--- src/rtl/cpu_mem_arbiter_if.sv ---
// Bundle of the three sram-like ports that meet at the CPU/memory arbiter:
// the instruction-fetch port, the load/store port and the shared memory port.
// The slave modport is the arbiter's view. The master modport is the view of
// everything around it: the core driving requests and the memory answering them.
interface cpu_mem_arbiter_if #(
    parameter int ADDR_W = 32,
    parameter int DATA_W = 32
);
    // Instruction-fetch port (read only)
    logic                inst_req;
    logic [ADDR_W-1:0]   inst_addr;
    logic                inst_addr_ok;
    logic                inst_data_ok;
    logic [DATA_W-1:0]   inst_rdata;

    // Load/store port
    logic                data_req;
    logic                data_wr;
    logic [DATA_W/8-1:0] data_wstrb;
    logic [ADDR_W-1:0]   data_addr;
    logic [DATA_W-1:0]   data_wdata;
    logic                data_addr_ok;
    logic                data_data_ok;
    logic [DATA_W-1:0]   data_rdata;

    // Shared memory port
    logic                mem_req;
    logic                mem_wr;
    logic [DATA_W/8-1:0] mem_wstrb;
    logic [ADDR_W-1:0]   mem_addr;
    logic [DATA_W-1:0]   mem_wdata;
    logic                mem_addr_ok;
    logic                mem_data_ok;
    logic [DATA_W-1:0]   mem_rdata;

    modport slave (
        input  inst_req, inst_addr,
        output inst_addr_ok, inst_data_ok, inst_rdata,
        input  data_req, data_wr, data_wstrb, data_addr, data_wdata,
        output data_addr_ok, data_data_ok, data_rdata,
        output mem_req, mem_wr, mem_wstrb, mem_addr, mem_wdata,
        input  mem_addr_ok, mem_data_ok, mem_rdata
    );

    modport master (
        output inst_req, inst_addr,
        input  inst_addr_ok, inst_data_ok, inst_rdata,
        output data_req, data_wr, data_wstrb, data_addr, data_wdata,
        input  data_addr_ok, data_data_ok, data_rdata,
        input  mem_req, mem_wr, mem_wstrb, mem_addr, mem_wdata,
        output mem_addr_ok, mem_data_ok, mem_rdata
    );
endinterface

--- src/rtl/cpu_mem_arbiter.sv ---
// Merges the core's fetch and load/store sram-like ports onto one shared
// variable-latency memory port, one outstanding transaction at a time.
// Responses are steered back to whichever port owns the transaction.
// Default arbitration is fixed data-over-inst, because the data request
// belongs to the older instruction. Defining ARB_RR_EN switches to
// round-robin between the two ports when both request in the same cycle.
module cpu_mem_arbiter #(
    parameter int ADDR_W = 32,
    parameter int DATA_W = 32
) (
    input  logic               clk,
    input  logic               resetn,
    cpu_mem_arbiter_if.slave   bus
);

    typedef enum logic [1:0] {
        IDLE = 2'd0,
        REQ  = 2'd1,
        RESP = 2'd2
    } state_t;

    typedef enum logic {
        OWN_INST = 1'b0,
        OWN_DATA = 1'b1
    } owner_t;

    state_t              state_q, state_d;
    owner_t              owner_q, owner_d;
    logic                memWr_q, memWr_d;
    logic [DATA_W/8-1:0] memWstrb_q, memWstrb_d;
    logic [ADDR_W-1:0]   memAddr_q, memAddr_d;
    logic [DATA_W-1:0]   memWdata_q, memWdata_d;

    logic                grantData;
    logic                grantInst;
    logic                respValid;

`ifdef ARB_RR_EN
    owner_t              lastGrant_q, lastGrant_d;

    // Round-robin grant: on a tie the port not served last wins.
    always_comb begin
        grantData = 1'b0;
        grantInst = 1'b0;
        if (resetn && state_q == IDLE) begin
            if (bus.data_req && bus.inst_req) begin
                if (lastGrant_q == OWN_DATA) begin
                    grantInst = 1'b1;
                end else begin
                    grantData = 1'b1;
                end
            end else begin
                grantData = bus.data_req;
                grantInst = bus.inst_req;
            end
        end
    end

    // Remember which port received the most recent grant.
    always_comb begin
        lastGrant_d = lastGrant_q;
        if (grantData) begin
            lastGrant_d = OWN_DATA;
        end else if (grantInst) begin
            lastGrant_d = OWN_INST;
        end
    end

    // Last-grant register for the round-robin tie break.
    always_ff @(posedge clk or negedge resetn) begin
        if (!resetn) begin
            lastGrant_q <= OWN_INST;
        end else begin
            lastGrant_q <= lastGrant_d;
        end
    end
`else
    // Fixed-priority grant: a data request always beats a fetch.
    always_comb begin
        grantData = 1'b0;
        grantInst = 1'b0;
        if (resetn && state_q == IDLE) begin
            grantData = bus.data_req;
            grantInst = bus.inst_req & ~bus.data_req;
        end
    end
`endif

    // Next state and latching of the shared-port fields on an IDLE grant.
    always_comb begin
        state_d    = state_q;
        owner_d    = owner_q;
        memWr_d    = memWr_q;
        memWstrb_d = memWstrb_q;
        memAddr_d  = memAddr_q;
        memWdata_d = memWdata_q;
        case (state_q)
            IDLE: begin
                if (grantData) begin
                    owner_d    = OWN_DATA;
                    memWr_d    = bus.data_wr;
                    memWstrb_d = bus.data_wstrb;
                    memAddr_d  = bus.data_addr;
                    memWdata_d = bus.data_wdata;
                    state_d    = REQ;
                end else if (grantInst) begin
                    owner_d    = OWN_INST;
                    memWr_d    = 1'b0;
                    memWstrb_d = '0;
                    memAddr_d  = bus.inst_addr;
                    state_d    = REQ;
                end
            end
            REQ: begin
                if (bus.mem_addr_ok) begin
                    state_d = RESP;
                end
            end
            RESP: begin
                if (bus.mem_data_ok) begin
                    state_d = IDLE;
                end
            end
            default: begin
                state_d = IDLE;
            end
        endcase
    end

    // State, owner and latched shared-port fields; reset drops any transaction.
    always_ff @(posedge clk or negedge resetn) begin
        if (!resetn) begin
            state_q    <= IDLE;
            owner_q    <= OWN_INST;
            memWr_q    <= 1'b0;
            memWstrb_q <= '0;
            memAddr_q  <= '0;
            memWdata_q <= '0;
        end else begin
            state_q    <= state_d;
            owner_q    <= owner_d;
            memWr_q    <= memWr_d;
            memWstrb_q <= memWstrb_d;
            memAddr_q  <= memAddr_d;
            memWdata_q <= memWdata_d;
        end
    end

    // Port-facing outputs: grants, owner-steered responses and the shared request.
    always_comb begin
        respValid         = (state_q == RESP) && bus.mem_data_ok;
        bus.inst_addr_ok  = grantInst;
        bus.data_addr_ok  = grantData;
        bus.inst_data_ok  = respValid && (owner_q == OWN_INST);
        bus.data_data_ok  = respValid && (owner_q == OWN_DATA);
        bus.inst_rdata    = '0;
        bus.data_rdata    = '0;
        if (bus.inst_data_ok) begin
            bus.inst_rdata = bus.mem_rdata;
        end
        if (bus.data_data_ok && !memWr_q) begin
            bus.data_rdata = bus.mem_rdata;
        end
        bus.mem_req   = (state_q == REQ);
        bus.mem_wr    = memWr_q;
        bus.mem_wstrb = memWstrb_q;
        bus.mem_addr  = memAddr_q;
        bus.mem_wdata = memWdata_q;
    end

endmodule

--- src/flat_wrapper.sv ---
// flat-port wrapper written by rule: the top's interface ports become plain ports
module cpu_mem_arbiter_flat 
#(
    parameter int ADDR_W = 32,
    parameter int DATA_W = 32
)
  (clk, resetn, bus_inst_req, bus_inst_addr, bus_inst_addr_ok, bus_inst_data_ok, bus_inst_rdata, bus_data_req, bus_data_wr, bus_data_wstrb, bus_data_addr, bus_data_wdata, bus_data_addr_ok, bus_data_data_ok, bus_data_rdata, bus_mem_req, bus_mem_wr, bus_mem_wstrb, bus_mem_addr, bus_mem_wdata, bus_mem_addr_ok, bus_mem_data_ok, bus_mem_rdata);
  cpu_mem_arbiter_if #(.ADDR_W(ADDR_W), .DATA_W(DATA_W)) bus_i ();
  input  logic clk;
  input  logic resetn;
  input wire logic [$bits(bus_i.inst_req)-1:0] bus_inst_req;
  input wire logic [$bits(bus_i.inst_addr)-1:0] bus_inst_addr;
  output wire logic [$bits(bus_i.inst_addr_ok)-1:0] bus_inst_addr_ok;
  output wire logic [$bits(bus_i.inst_data_ok)-1:0] bus_inst_data_ok;
  output wire logic [$bits(bus_i.inst_rdata)-1:0] bus_inst_rdata;
  input wire logic [$bits(bus_i.data_req)-1:0] bus_data_req;
  input wire logic [$bits(bus_i.data_wr)-1:0] bus_data_wr;
  input wire logic [$bits(bus_i.data_wstrb)-1:0] bus_data_wstrb;
  input wire logic [$bits(bus_i.data_addr)-1:0] bus_data_addr;
  input wire logic [$bits(bus_i.data_wdata)-1:0] bus_data_wdata;
  output wire logic [$bits(bus_i.data_addr_ok)-1:0] bus_data_addr_ok;
  output wire logic [$bits(bus_i.data_data_ok)-1:0] bus_data_data_ok;
  output wire logic [$bits(bus_i.data_rdata)-1:0] bus_data_rdata;
  output wire logic [$bits(bus_i.mem_req)-1:0] bus_mem_req;
  output wire logic [$bits(bus_i.mem_wr)-1:0] bus_mem_wr;
  output wire logic [$bits(bus_i.mem_wstrb)-1:0] bus_mem_wstrb;
  output wire logic [$bits(bus_i.mem_addr)-1:0] bus_mem_addr;
  output wire logic [$bits(bus_i.mem_wdata)-1:0] bus_mem_wdata;
  input wire logic [$bits(bus_i.mem_addr_ok)-1:0] bus_mem_addr_ok;
  input wire logic [$bits(bus_i.mem_data_ok)-1:0] bus_mem_data_ok;
  input wire logic [$bits(bus_i.mem_rdata)-1:0] bus_mem_rdata;
  assign bus_i.inst_req = bus_inst_req;
  assign bus_i.inst_addr = bus_inst_addr;
  assign bus_inst_addr_ok = bus_i.inst_addr_ok;
  assign bus_inst_data_ok = bus_i.inst_data_ok;
  assign bus_inst_rdata = bus_i.inst_rdata;
  assign bus_i.data_req = bus_data_req;
  assign bus_i.data_wr = bus_data_wr;
  assign bus_i.data_wstrb = bus_data_wstrb;
  assign bus_i.data_addr = bus_data_addr;
  assign bus_i.data_wdata = bus_data_wdata;
  assign bus_data_addr_ok = bus_i.data_addr_ok;
  assign bus_data_data_ok = bus_i.data_data_ok;
  assign bus_data_rdata = bus_i.data_rdata;
  assign bus_mem_req = bus_i.mem_req;
  assign bus_mem_wr = bus_i.mem_wr;
  assign bus_mem_wstrb = bus_i.mem_wstrb;
  assign bus_mem_addr = bus_i.mem_addr;
  assign bus_mem_wdata = bus_i.mem_wdata;
  assign bus_i.mem_addr_ok = bus_mem_addr_ok;
  assign bus_i.mem_data_ok = bus_mem_data_ok;
  assign bus_i.mem_rdata = bus_mem_rdata;
  cpu_mem_arbiter #(.ADDR_W(ADDR_W), .DATA_W(DATA_W)) u_core (.clk(clk), .resetn(resetn), .bus(bus_i));
endmodule
--- config.mk ---
export PLATFORM = sky130hd
export DESIGN_NAME = cpu_mem_arbiter_flat
export DESIGN_NICKNAME = d
export VERILOG_FILES = /design/src/rtl/cpu_mem_arbiter_if.sv /design/src/rtl/cpu_mem_arbiter.sv /design/src/flat_wrapper.sv
export SDC_FILE = /design/constraint.sdc
export NUM_CORES = 1
export LEC_CHECK = 0
export CAP_MARGIN = 5
export CORE_MARGIN = 2
export CORE_UTILIZATION = 34
export DETAILED_ROUTE_END_ITERATION = 12
export PLACE_DENSITY = 0.86
export SYNTH_ARGS = -nofsm -noshare
export SYNTH_HDL_FRONTEND = slang
export SYNTH_SLANG_ARGS = --single-unit
--- constraint.sdc ---
create_clock -name clk -period 1.8 [get_ports clk]
set_input_delay 0.18 -clock clk [delete_from_list [all_inputs] [get_ports clk]]
set_output_delay 0.18 -clock clk [all_outputs]
set_load 0.03 [all_outputs]
==> impl_results.md <==
* # setup viols final at 54
* Period utilisation layout at 1.08
* Num CTS Buffers at 9
* RePlAce Congestion at slightly below 0.8
* Worst Path Arrival at 1770 ps
* # DRC at 0
* GRT Util Overall at 0.221
* CP top delay family: simple AND/OR/NAND/NOR gates
* Cells along the critical path: and4b_2 > and2b_4 > clkbuf_16 > and2_4 > buf_6
* Clk buf depth at 2
* Die height at around 110 um
* Yosys warnings at 0
* Register area at about 0.0018 mm^2
* Max-slew violations at 0
* Synth cell types at 27
* CTS tree: yes
* Seq/Total Area, Yosys at 0.489
* WHS at -3.58 ps
* MaxCap Viol Count at 0
* Layout cell share with drive strength beyond 1 at 0.345
* Crit Path Class: reg -> out
* Core ar. at about 0.011 mm^2
* Vias in the first global route at between 3k and 4k
* CP max stage cell: dfrtp_2
* Top Ports at about 280
* Initial antenna violation count at 0
* Crit Path Max Fanout at 8
* Top cell type's share of synthesized area at 0.489
* CP required at about 1600 ps
* Final WS setup at -146 ps
* Slew @ Worst Pin at a little under 700 ps
* Via Count at between 3k and 4k
* DR iter-0 viols at between 150 and 200
* Largest net degree at the start of global routing at 53
* RSZ-0062 raised after global routing: true
* Multi-input gate area in the final layout at about 0.0019 mm^2
* Fin crit period at 1950 ps
* Synth Register Bits at 72
* Final core occ at 0.689
* Final WL at between 10000 and 15000 um
* Die X-Extent at about 110 um
* Ys async rst share at 1.00
* Std-Cell Rows at 38
* First-pass GRT wire length at 19900 um
* Synth Flop Type: dfrtp_1
* Worst setup EP type: output port
* Pre-antenna DRT Iters at 4
* Slew margin rel. at 0.552
* Status: finished with violations
* Critical Path Max Stage Delay at 430 ps
* Leakage power at between 0.003 and 0.004 uW
* Crit start category: register
* Stages on worst setup path at 5
* Antenna cells at 0
* Worst-skew pair later-pin latency at between 300 and 400 ps
* Reg2Reg Depth at 5
* Die area at 0.0117 mm^2
* Post-synth EDFFs at 0
* Final layout net count at 749
* Routed wire length per instance at 19.6 um
* Vias per inst at slightly above 5
* Buf/Inv on CP at 2
* Syn-to-layout area delta at 100%
* Post-DP HPWL at ~9700 um
* Fillers at 760
* Port-buffer cells at roughly 280
* Peak supply drop at approximately 1 mV
* Avg Cell Area, Syn at about 12 um^2
* Post-synthesis cell count at 316
* Worst min path class: in -> async
* Top cell type by total area after synthesis: dfrtp_1
* Root buffer cell: clkbuf_8
* Setup TNS at -4420 ps
* Sink Count at between 70 and 80
* PwrDens at 1410 mW/mm^2
* Area contributors post-synth: dfrtp_1 (49%), and2_1 (11%), a22oi_2 (10%)
* Reg clk slew, reported paths at approximately 80 ps
* H-tree depth at 3
* Most instantiated cells after synthesis: dfrtp_1 (72), and2_1 (64), nand2_1 (34)
* Layout Skew at slightly below 8 ps
* Count leader, synth: dfrtp_1
* Net Count, Synth at 455
* Synthesized area at approximately 0.0037 mm^2
* Starting Density at 0.344
* Final hold violation count at 8
* ANT nets after route at 0
* Grt ovf at 0
* Failing checks: negative hold slack, negative setup slack
* Max Clk Rate at a little over 500 MHz
## layout by cell type, fill, tap and decap left out, drive strengths merged, types with 3 or more instances in the layout
cell type,Yosys,layout
a32oi,31,31
inv,2,3
a22oi,32,32
buf,12,97
dfrtp,72,72
mux2,32,32
and2,64,64
clkbuf,15,16
clkdlybuf4s50,0,206
nor2,3,3
nand2,34,34
a22o,6,6
clkinvlp,0,3
## flip-flops by register name, summed over array words and instances (netlist names)
name	flops
u_core.bus.mem_wdata	32
u_core.state_q	2
u_core.bus.mem_wstrb	4
u_core.bus.mem_wr	1
u_core.bus.mem_addr	32
u_core.owner_q	1
## logic make-up (layout without fill, tap and decap cells)
kind of cell | after synthesis | in the layout | synth area share
simple gates | 111 | 111 | 0.169
compound gates | 72 | 72 | 0.199
flops | 72 | 72 | 0.489
mux | 32 | 32 | 0.0978
buf+inv | 29 | 328 | 0.0452
## power by group
| part | switching [uW] | internal, uW | total, uW |
|---|---|---|---|
| registers | 630 | 2440 | 3070 |
| logic | 3230 | 2920 | 6150 |
| clock network | 653 | 505 | 1160 |
| total | 4510 | 5870 | 10400 |
## what timing repair did
action | 4_1_cts | 5_1_grt
hold endpoints to repair | 20 | 0
pin swaps | 1 | 31
setup buffers | 5 | 9
endpoints found under the setup margin | 66 | 115
hold buffers | 1 | 0
cloned | 1 | 6
gates resized for setup | 58 | 81
## layer usage
layer	up-vias	global-route usage	wire length [um]
li1	1743	-	-
met1	1918	0.238	5230
met2	198	0.400	7810
met3	47	0.0512	1090
met4	0	0.116	701
met5	-	0	0
## final cells by class
class | instances | share of cell area
tap | 140 | 0.0238
sequential | 72 | 0.245
clock inverter | 6 | 0.00611
timing repair buffer | 310 | 0.450
multi-input combinational | 215 | 0.258
inverter | 2 | 0.00102
clock buffer | 10 | 0.0173
## path summary, 6_finish.rpt
| path | startpoint | endpoint | slack (ps) |
|---|---|---|---|
| max in group asynchronous | resetn | u_core.bus.mem_addr[10]$_DFFE_PN0P_ | 1040 |
| worst min register to register | u_core.bus.mem_wdata[4]$_DFFE_PN0P_ | u_core.bus.mem_wdata[4]$_DFFE_PN0P_ | 490 |
| worst max register to register | u_core.state_q[0]$_DFFE_PN0P_ | u_core.bus.mem_wdata[28]$_DFFE_PN0P_ | 60 |
| worst min-delay path | resetn | u_core.bus.mem_wstrb[1]$_DFFE_PN0P_ | -4 |
| min in group clk | resetn | u_core.owner_q$_DFFE_PN0P_ | 370 |
| worst max-delay path | u_core.state_q[0]$_DFFE_PN0P_ | bus_data_rdata[2] | -150 |
## through the flow
step	worst slack [ps]	area [um^2]	cells	total power (uW)	hold slack, ps
floorplan	74.8	3680	316	6200	-116
global route	-207	7370	755	10900	52.9
detailed placement	42.6	6480	718	8770	-0.898
CTS	-96.3	6970	741	10100	14.7
finish	-146	7370	755	10400	-3.58
global placement	90.1	6480	718	8630	-2.29
Note: power is estimated with default switching activity, not from simulation.
